**src/rtl/mem_pkg.sv**
```systemverilog
// mem_pkg: shared definitions for the load/store access unit.
//   - req_ctrl encodings (CTRL_NONE .. CTRL_D)
//   - state_t: access FSM states (IDLE, BEAT0, BEAT1, RESP)
//   - ctrl_size():   access size in bytes for a ctrl code (0 for none)
//   - ctrl_signed(): 1 when the load result is sign-extended
package mem_pkg;

  localparam logic [2:0] CTRL_NONE = 3'b000;
  localparam logic [2:0] CTRL_B    = 3'b001;
  localparam logic [2:0] CTRL_H    = 3'b010;
  localparam logic [2:0] CTRL_W    = 3'b011;
  localparam logic [2:0] CTRL_BU   = 3'b100;
  localparam logic [2:0] CTRL_HU   = 3'b101;
  localparam logic [2:0] CTRL_WU   = 3'b110;
  localparam logic [2:0] CTRL_D    = 3'b111;

  typedef enum logic [1:0] {IDLE, BEAT0, BEAT1, RESP} state_t;

  function automatic logic [3:0] ctrl_size(input logic [2:0] ctrl);
    case (ctrl)
      CTRL_B, CTRL_BU:  return 4'd1;
      CTRL_H, CTRL_HU:  return 4'd2;
      CTRL_W, CTRL_WU:  return 4'd4;
      CTRL_D:           return 4'd8;
      default:          return 4'd0;
    endcase
  endfunction

  function automatic logic ctrl_signed(input logic [2:0] ctrl);
    return (ctrl == CTRL_B) || (ctrl == CTRL_H) || (ctrl == CTRL_W) || (ctrl == CTRL_D);
  endfunction

endpackage

```
**src/rtl/mem_lane_extender.sv**
```systemverilog
// mem_lane_extender: combinational load-data aligner.
// Shifts the merged beat lanes right by off bytes, keeps size bytes and
// fills the rest with the access's sign bit (sext=1) or zeros.
// Ports:
//   merged [2*XLEN] : {beat1 lanes, beat0 lanes}
//   off             : byte offset of the access within the bus word
//   size            : access size in bytes (1/2/4/8)
//   sext            : 1 = sign-extend, 0 = zero-extend
//   data   [XLEN]   : extended result
module mem_lane_extender #(
  parameter int XLEN = 32
) (
  input  logic [2*XLEN-1:0]         merged,
  input  logic [$clog2(XLEN/8)-1:0] off,
  input  logic [3:0]                size,
  input  logic                      sext,
  output logic [XLEN-1:0]           data
);

  localparam int NB = XLEN / 8;

  logic [XLEN-1:0] shifted;
  logic            fill;

  always_comb begin
    shifted = XLEN'(merged >> {off, 3'b000});
    fill    = 1'b0;
    data    = '0;
    for (int i = 0; i < NB; i++) begin
      if (sext && (i == int'(size) - 1)) fill = shifted[i*8+7];
    end
    for (int i = 0; i < NB; i++) begin
      data[i*8 +: 8] = (i < int'(size)) ? shifted[i*8 +: 8] : {8{fill}};
    end
  end

endmodule

```
**src/rtl/mem_access_unit.sv**
```systemverilog
// mem_access_unit: handshaked load/store unit between the memory stage and
// the data-memory bus. One request at a time; byte-granular accesses become
// aligned bus beats with byte enables; load data is sign/zero-extended.
// Build option: MEM_MISALIGNED_SPLIT_EN -- when defined, word-crossing
// accesses are split into two beats; when undefined, any access whose offset
// is not a multiple of its size faults without touching the bus.
// Ports:
//   clk, rst (async, active-high)
//   req_valid/req_ready, req_addr, req_we, req_ctrl, req_wdata : request
//   resp_valid, resp_rdata, resp_fault                          : completion
//   bus_valid/bus_ready, bus_addr, bus_we, bus_be, bus_wdata,
//   bus_rdata                                                   : memory bus
module mem_access_unit
  import mem_pkg::*;
#(
  parameter int XLEN   = 32,
  parameter int ADDR_W = 32
) (
  input  logic                clk,
  input  logic                rst,
  input  logic                req_valid,
  output logic                req_ready,
  input  logic [ADDR_W-1:0]   req_addr,
  input  logic                req_we,
  input  logic [2:0]          req_ctrl,
  input  logic [XLEN-1:0]     req_wdata,
  output logic                resp_valid,
  output logic [XLEN-1:0]     resp_rdata,
  output logic                resp_fault,
  output logic                bus_valid,
  input  logic                bus_ready,
  output logic [ADDR_W-1:0]   bus_addr,
  output logic                bus_we,
  output logic [XLEN/8-1:0]   bus_be,
  output logic [XLEN-1:0]     bus_wdata,
  input  logic [XLEN-1:0]     bus_rdata
);

  localparam int NB    = XLEN / 8;
  localparam int OFF_W = $clog2(NB);

  // Rotating by the byte offset places each store byte on its lane; bytes
  // that wrap past the top lane land on the low lanes used by BEAT1.
  function automatic logic [XLEN-1:0] lane_rotate(input logic [XLEN-1:0] d,
                                                  input logic [OFF_W-1:0] o);
    logic [2*XLEN-1:0] t;
    t = {d, d} << {o, 3'b000};
    return t[2*XLEN-1:XLEN];
  endfunction

  state_t state, state_nx;

  logic [ADDR_W-1:0] waddr_q;
  logic [OFF_W-1:0]  off_q;
  logic [3:0]        size_q;
  logic              we_q;
  logic              sext_q;
  logic [XLEN-1:0]   wdata_q;

  logic [OFF_W-1:0]  req_off;
  logic [3:0]        req_size;
  logic              req_fault;

  logic [15:0]       mask;
  logic [NB-1:0]     be0;
  logic              crossing;
  logic [2*XLEN-1:0] merged;
  logic [XLEN-1:0]   ext_data;
  logic              load_done;

  assign req_off  = req_addr[OFF_W-1:0];
  assign req_size = ctrl_size(req_ctrl);

  always_comb begin
    req_fault = 1'b0;
    if ((XLEN == 32) && (req_ctrl == CTRL_WU || req_ctrl == CTRL_D)) req_fault = 1'b1;
    if (req_we && (req_ctrl == CTRL_BU || req_ctrl == CTRL_HU || req_ctrl == CTRL_WU))
      req_fault = 1'b1;
`ifndef MEM_MISALIGNED_SPLIT_EN
    if ((req_size != 4'd0) && ((req_off & OFF_W'(req_size - 4'd1)) != '0)) req_fault = 1'b1;
`endif
  end

  // Byte-enable mask of the whole access before it is split across beats.
  assign mask = (16'd1 << size_q) - 16'd1;

`ifdef MEM_MISALIGNED_SPLIT_EN
  logic [2*NB-1:0] be_full;
  logic [NB-1:0]   be1;
  logic [XLEN-1:0] rdata0_q;

  assign be_full  = (2*NB)'(mask) << off_q;
  assign be0      = be_full[NB-1:0];
  assign be1      = be_full[2*NB-1:NB];
  assign crossing = |be1;
  assign merged   = (state == BEAT1) ? {bus_rdata, rdata0_q} : {{XLEN{1'b0}}, bus_rdata};

  always_ff @(posedge clk) begin
    if (state == BEAT0 && bus_ready) rdata0_q <= bus_rdata;
  end
`else
  assign be0      = NB'(mask) << off_q;
  assign crossing = 1'b0;
  assign merged   = {{XLEN{1'b0}}, bus_rdata};
`endif

  mem_lane_extender #(.XLEN(XLEN)) u_ext (
    .merged (merged),
    .off    (off_q),
    .size   (size_q),
    .sext   (sext_q),
    .data   (ext_data)
  );

  always_comb begin
    state_nx   = state;
    req_ready  = 1'b0;
    resp_valid = 1'b0;
    bus_valid  = 1'b0;
    bus_we     = 1'b0;
    bus_be     = '0;
    bus_addr   = '0;
    bus_wdata  = '0;
    case (state)
      IDLE: begin
        req_ready = 1'b1;
        if (req_valid) state_nx = (req_fault || req_ctrl == CTRL_NONE) ? RESP : BEAT0;
      end
      BEAT0: begin
        bus_valid = 1'b1;
        bus_we    = we_q;
        bus_be    = be0;
        bus_addr  = waddr_q;
        bus_wdata = wdata_q;
        if (bus_ready) state_nx = crossing ? BEAT1 : RESP;
      end
`ifdef MEM_MISALIGNED_SPLIT_EN
      BEAT1: begin
        bus_valid = 1'b1;
        bus_we    = we_q;
        bus_be    = be1;
        bus_addr  = waddr_q + ADDR_W'(NB);
        bus_wdata = wdata_q;
        if (bus_ready) state_nx = RESP;
      end
`endif
      RESP: begin
        resp_valid = 1'b1;
        state_nx   = IDLE;
      end
      default: state_nx = IDLE;
    endcase
  end

  assign load_done = bus_valid && bus_ready && (state_nx == RESP) && !we_q;

  // Control and response registers
  always_ff @(posedge clk or posedge rst) begin
    if (rst) begin
      state      <= IDLE;
      resp_rdata <= '0;
      resp_fault <= 1'b0;
    end else begin
      state <= state_nx;
      if (state == IDLE && req_valid) begin
        resp_rdata <= '0;
        resp_fault <= req_fault;
      end else if (load_done) begin
        resp_rdata <= ext_data;
      end
    end
  end

  // Request capture
  always_ff @(posedge clk) begin
    if (state == IDLE && req_valid) begin
      waddr_q <= {req_addr[ADDR_W-1:OFF_W], {OFF_W{1'b0}}};
      off_q   <= req_off;
      size_q  <= req_size;
      we_q    <= req_we;
      sext_q  <= ctrl_signed(req_ctrl);
      wdata_q <= lane_rotate(req_wdata, req_off);
    end
  end

endmodule

```
**config.mk**
```make
export PLATFORM = sky130hd
export DESIGN_NAME = mem_access_unit
export DESIGN_NICKNAME = d
export VERILOG_FILES = /design/src/rtl/mem_pkg.sv /design/src/rtl/mem_lane_extender.sv /design/src/rtl/mem_access_unit.sv
export SDC_FILE = /design/constraint.sdc
export NUM_CORES = 1
export LEC_CHECK = 0
export BUFFER_PORTS_ARGS = -buffer_cell sky130_fd_sc_hd__buf_2
export CAP_MARGIN = 0
export CORE_ASPECT_RATIO = 0.8
export CORE_MARGIN = 2
export CORE_UTILIZATION = 54
export DETAILED_ROUTE_END_ITERATION = 8
export PLACE_DENSITY = 0.86
export SYNTH_ARGS = -nofsm -noshare
export SYNTH_HDL_FRONTEND = slang
export SYNTH_SLANG_ARGS = --single-unit
```
**constraint.sdc**
```tcl
create_clock -name clk -period 4.1 [get_ports clk]
set_input_delay 0.205 -clock clk [delete_from_list [all_inputs] [get_ports clk]]
set_output_delay 0.205 -clock clk [all_outputs]
set_load 0.03 [all_outputs]
```
==> qor.json <==
{
  "run_status": {"value": "finished clean"},
  "fp.dieH": {"value": 94.6, "unit": "µm"},
  "maxSlewViolCount": {"value": 0},
  "hold_path.startpoint": {"value": "req_addr[7]"},
  "drt-pass1-iter-count": {"value": 5},
  "syn_area_per_cell": {"value": 13.7, "unit": "µm²"},
  "finalInstanceArea": {"value": 6950, "unit": "µm²"},
  "first_global_vias": {"value": 4010},
  "power.static_leakage": {"value": 3.11, "unit": "nW"},
  "die-width": {"value": 117, "unit": "µm"},
  "seq_area_frac_synth": {"value": 0.537},
  "r2r_setup_slack": {"value": 1.62, "unit": "ns"},
  "detail_route_antenna_nets": {"value": 0},
  "startpoint_type": {"value": "register"},
  "post_cts_resize_count": {"value": 0},
  "logic_depth_of_the_worst_register_to_register_path": {"value": 4},
  "detail_route.wirelength": {"value": 13500, "unit": "µm"},
  "die_area": {"value": 11100, "unit": "µm²"},
  "routed-via-count": {"value": 4170},
  "io_pins": {"value": 209},
  "first_iter_violations": {"value": 296},
  "power.switching_fraction": {"value": 0.445},
  "final_cell_count_no_fill": {"value": 743},
  "power_frac_comb": {"value": 0.464},
  "timing.rr.end": {"value": "resp_rdata[27]$_DFFE_PP0P_"},
  "cts_made_buffers": {"value": 9},
  "placed_cells_incl_taps": {"value": 725},
  "hpwl_after_detailed_placement": {"value": 10100, "unit": "µm"},
  "netlist_instances": {"value": 405},
  "pwr_density_cell": {"value": 655, "unit": "nW/µm²"},
  "regToRegStartpoint": {"value": "off_q[1]$_DFFE_PP_"},
  "grt_pass1_wl": {"value": 20100, "unit": "µm"},
  "grt_use_total": {"value": 0.240},
  "initial_core_util": {"value": 0.548},
  "filler_cells": {"value": 714},
  "power.switching": {"value": 0.00202, "unit": "W"},
  "drt_drc_violations_left": {"value": 0},
  "netlist-cell-type-count": {"value": 49},
  "fraction_of_the_mapped_netlist_area_in_simple_logic_gates": {"value": 0.141},
  "timing.setup.critical_path_class": {"value": "reg -> out"},
  "worstMarginPinSlew": {"value": 1.06, "unit": "ns"},
  "timing.critical_path.cells": {"value": "nor4_1 > inv_1 > ha_1 > a211oi_1 > o21ai_0 > o41ai_1 > buf_2"},
  "cts.reportedPaths.clkPinSlew": {"value": 0.08, "unit": "ns"},
  "areaGrowthSynthToFinish": {"value": 25.5, "unit": "%"},
  "rows": {"value": 33},
  "ys_ff_latch": {"value": 105},
  "htreeDepth": {"value": 3},
  "placed_area": {"value": 6640, "unit": "µm²"},
  "timing.hold.worst.class": {"value": "in -> reg"},
  "hold_violations": {"value": 0},
  "cp.required": {"value": 3.89, "unit": "ns"},
  "worst_hold_slack": {"value": 0.0241, "unit": "ns"},
  "clock_power_share": {"value": 0.190},
  "timing.setup.tns": {"value": 0, "unit": "ns"},
  "crit_path_max_incr_delay": {"value": 0.69, "unit": "ns"},
  "sequentialPowerShare": {"value": 0.346},
  "largest_family_of_logic_cells_by_synthesized_area": {"value": "multiplexers"},
  "post-route-util": {"value": 0.687},
  "xor_and_xnor_area_share_after_synthesis": {"value": 0.00474},
  "clock-skew-final": {"value": 0.0180, "unit": "ns"},
  "fraction_of_the_cycle_the_final_worst_path_needs": {"value": 0.749},
  "globalRoute.totalOverflow": {"value": 0},
  "cts-root-to-sink-buffers": {"value": 2},
  "clock_sinks": {"value": 105},
  "wire_per_inst": {"value": 18.2, "unit": "µm"},
  "postSynth.topFlopCell": {"value": "edfxtp_1"},
  "synth_enable_flop_cells": {"value": 70},
  "cts_tree": {"value": "built"},
  "synth_fa_ha_area_frac": {"value": 0.00452},
  "timing.critical_path.arrival": {"value": 2.87, "unit": "ns"},
  "drive_gt1_frac": {"value": 0.467},
  "synth.mux.area_fraction": {"value": 0.182},
  "irDropWorstVdd": {"value": 0.267, "unit": "mV"},
  "power.internal": {"value": 0.00253, "unit": "W"},
  "max_cap_violations": {"value": 0},
  "nature_of_the_critical_path_endpoint": {"value": "output port"},
  "input_output_buffers": {"value": 206},
  "max_freq": {"value": 326, "unit": "MHz"},
  "cp_max_fo": {"value": 9},
  "grt_start_max_net_pins": {"value": 37},
  "cts_root_buffer": {"value": "clkbuf_16"},
  "max-slew-margin-rel": {"value": 0.294},
  "postSynth.asyncResetShare": {"value": 0.333},
  "hold-path-cell-count": {"value": 1},
  "final.min_clock_period": {"value": 3.07, "unit": "ns"},
  "grt_setup_unrepaired": {"value": "no"},
  "synth-compound-area-share": {"value": 0.0969},
  "yosysWarningCount": {"value": 0},
  "design.final.nets": {"value": 703},
  "clk_latency": {"value": 0.35, "unit": "ns"},
  "globalplace.congestion": {"value": 0.915},
  "finalSetupViolCount": {"value": 0},
  "detail_route.vias_per_cell": {"value": 5.61},
  "worst_hold_path.endpoint": {"value": "waddr_q[7]$_DFFE_PP_"},
  "core_region": {"value": 10100, "unit": "µm²"},
  "grt_antenna_before_repair": {"value": 1},
  "timing.critical_path.slowest_stage_cell": {"value": "nor4_1"},
  "cell_area_after_synthesis": {"value": 5540, "unit": "µm²"}
}
[placed cells by master (no fill, tap or decap), types with 10 or more instances in the layout]
cell type,synthesis,final
a221o_1,16,16
and2_1,66,65
buf_2,12,206
dfrtp_1,35,35
edfxtp_1,70,70
mux2_2,10,10
mux2i_1,16,16
mux4_2,32,32
nand2_1,21,21
nor2_1,11,11
o21ai_0,12,12
[cell usage after synthesis (all sizes together), types with 4 or more instances]
master	number	area (µm²)
clkbuf	13	48.8
buf	19	105
dfrtp	35	876
a21oi	8	40.0
mux2	11	128
nand2	21	78.8
nor2	12	47.6
o2bb2ai	8	70.1
nor2b	6	37.5
nand2b	4	25.0
inv	7	26.3
mux4	32	721
a22oi	8	60.1
nor4	4	55.1
and2	66	413
a221o	16	160
edfxtp	70	2100
mux2i	16	160
o21ai	13	65.1
nor3	4	25.0
[metal layers]
metal | GRT usage | share of wire | up-vias
li1 | - | - | 1938
met1 | 0.302 | 0.39 | 2043
met2 | 0.414 | 0.52 | 166
met3 | 0.0546 | 0.070 | 23
met4 | 0.0755 | 0.022 | 0
met5 | 0 | 0 | -
[worst max-delay path: cells and delay by family, from the launching register on]
| family | cells | cell delay [ns] |
|---|---|---|
| and+or+nand+nor | 1 | 0.69 |
| buffers and inverters | 2 | 0.45 |
| DFF | 1 | 0.52 |
| AOI/OAI and AO/OA | 3 | 0.51 |
| adders and majority gates | 1 | 0.34 |
[power groups by stage]
stage                     logic [W]  clock network [W]  registers, W
after detailed placement    0.00212                  0       0.00159
after global routing        0.00226           0.000913       0.00160
after global placement      0.00207                  0       0.00157
after CTS                   0.00212           0.000878       0.00157
final                       0.00211           0.000865       0.00157
after floorplan             0.00130                  0       0.00179
[sequential cells by signal, summed over array words and instances, names as in the netlist]
signal      count
we_q            1
sext_q          1
wdata_q        32
state           2
off_q           2
resp_rdata     32
resp_fault      1
waddr_q        30
size_q          4
[layout make-up]
class	instances	area, µm²	share of cell area
Timing Repair Buffer	212	1080	0.155
Inverter	7	26.3	0.00378
Antenna cell	1	2.50	0.000360
Tap cell	140	175	0.0252
Sequential cell	105	2980	0.428
Clock inverter	7	80.1	0.0115
Clock buffer	9	225	0.0324
Multi-Input combinational cell	262	2390	0.343
[cells by family (layout without fill, tap and decap cells)]
family          Yosys count  after routing
xor+xnor                  3              3
fa+ha+maj                 2              2
flops                   105            105
compound gates           67             67
simple gates            129            129
other cells               1              3
mux                      59             59
buf+inv                  39            235
[through the flow]
step / setup slack, ns / power, W
finish: 1.03 / 0.00455
global route: 0.790 / 0.00477
CTS: 1.08 / 0.00457
detailed placement: 1.48 / 0.00371
global placement: 1.75 / 0.00365
floorplan: 0.921 / 0.00309
[repair_timing]
action	in CTS	in global routing
hold buffers	1	0
hold endpoints to repair	35	0
buffers inserted	0	0
[worst max-delay path by stage]
stage | start | endpoint | slack (ns) | cells past startpoint
finish | size_q[0]$_DFFE_PP_ | bus_be[2] | 1.03 | 7
global route | size_q[0]$_DFFE_PP_ | bus_be[3] | 0.79 | 8
CTS | size_q[0]$_DFFE_PP_ | bus_be[2] | 1.08 | 7
detailed placement | size_q[0]$_DFFE_PP_ | bus_be[2] | 1.48 | 7
global placement | size_q[0]$_DFFE_PP_ | bus_be[3] | 1.75 | 8
floorplan | state[0]$_DFF_PP0_ | resp_fault$_DFFE_PP0P_ | 0.92 | 4
(Power assumes the default switching activity.)
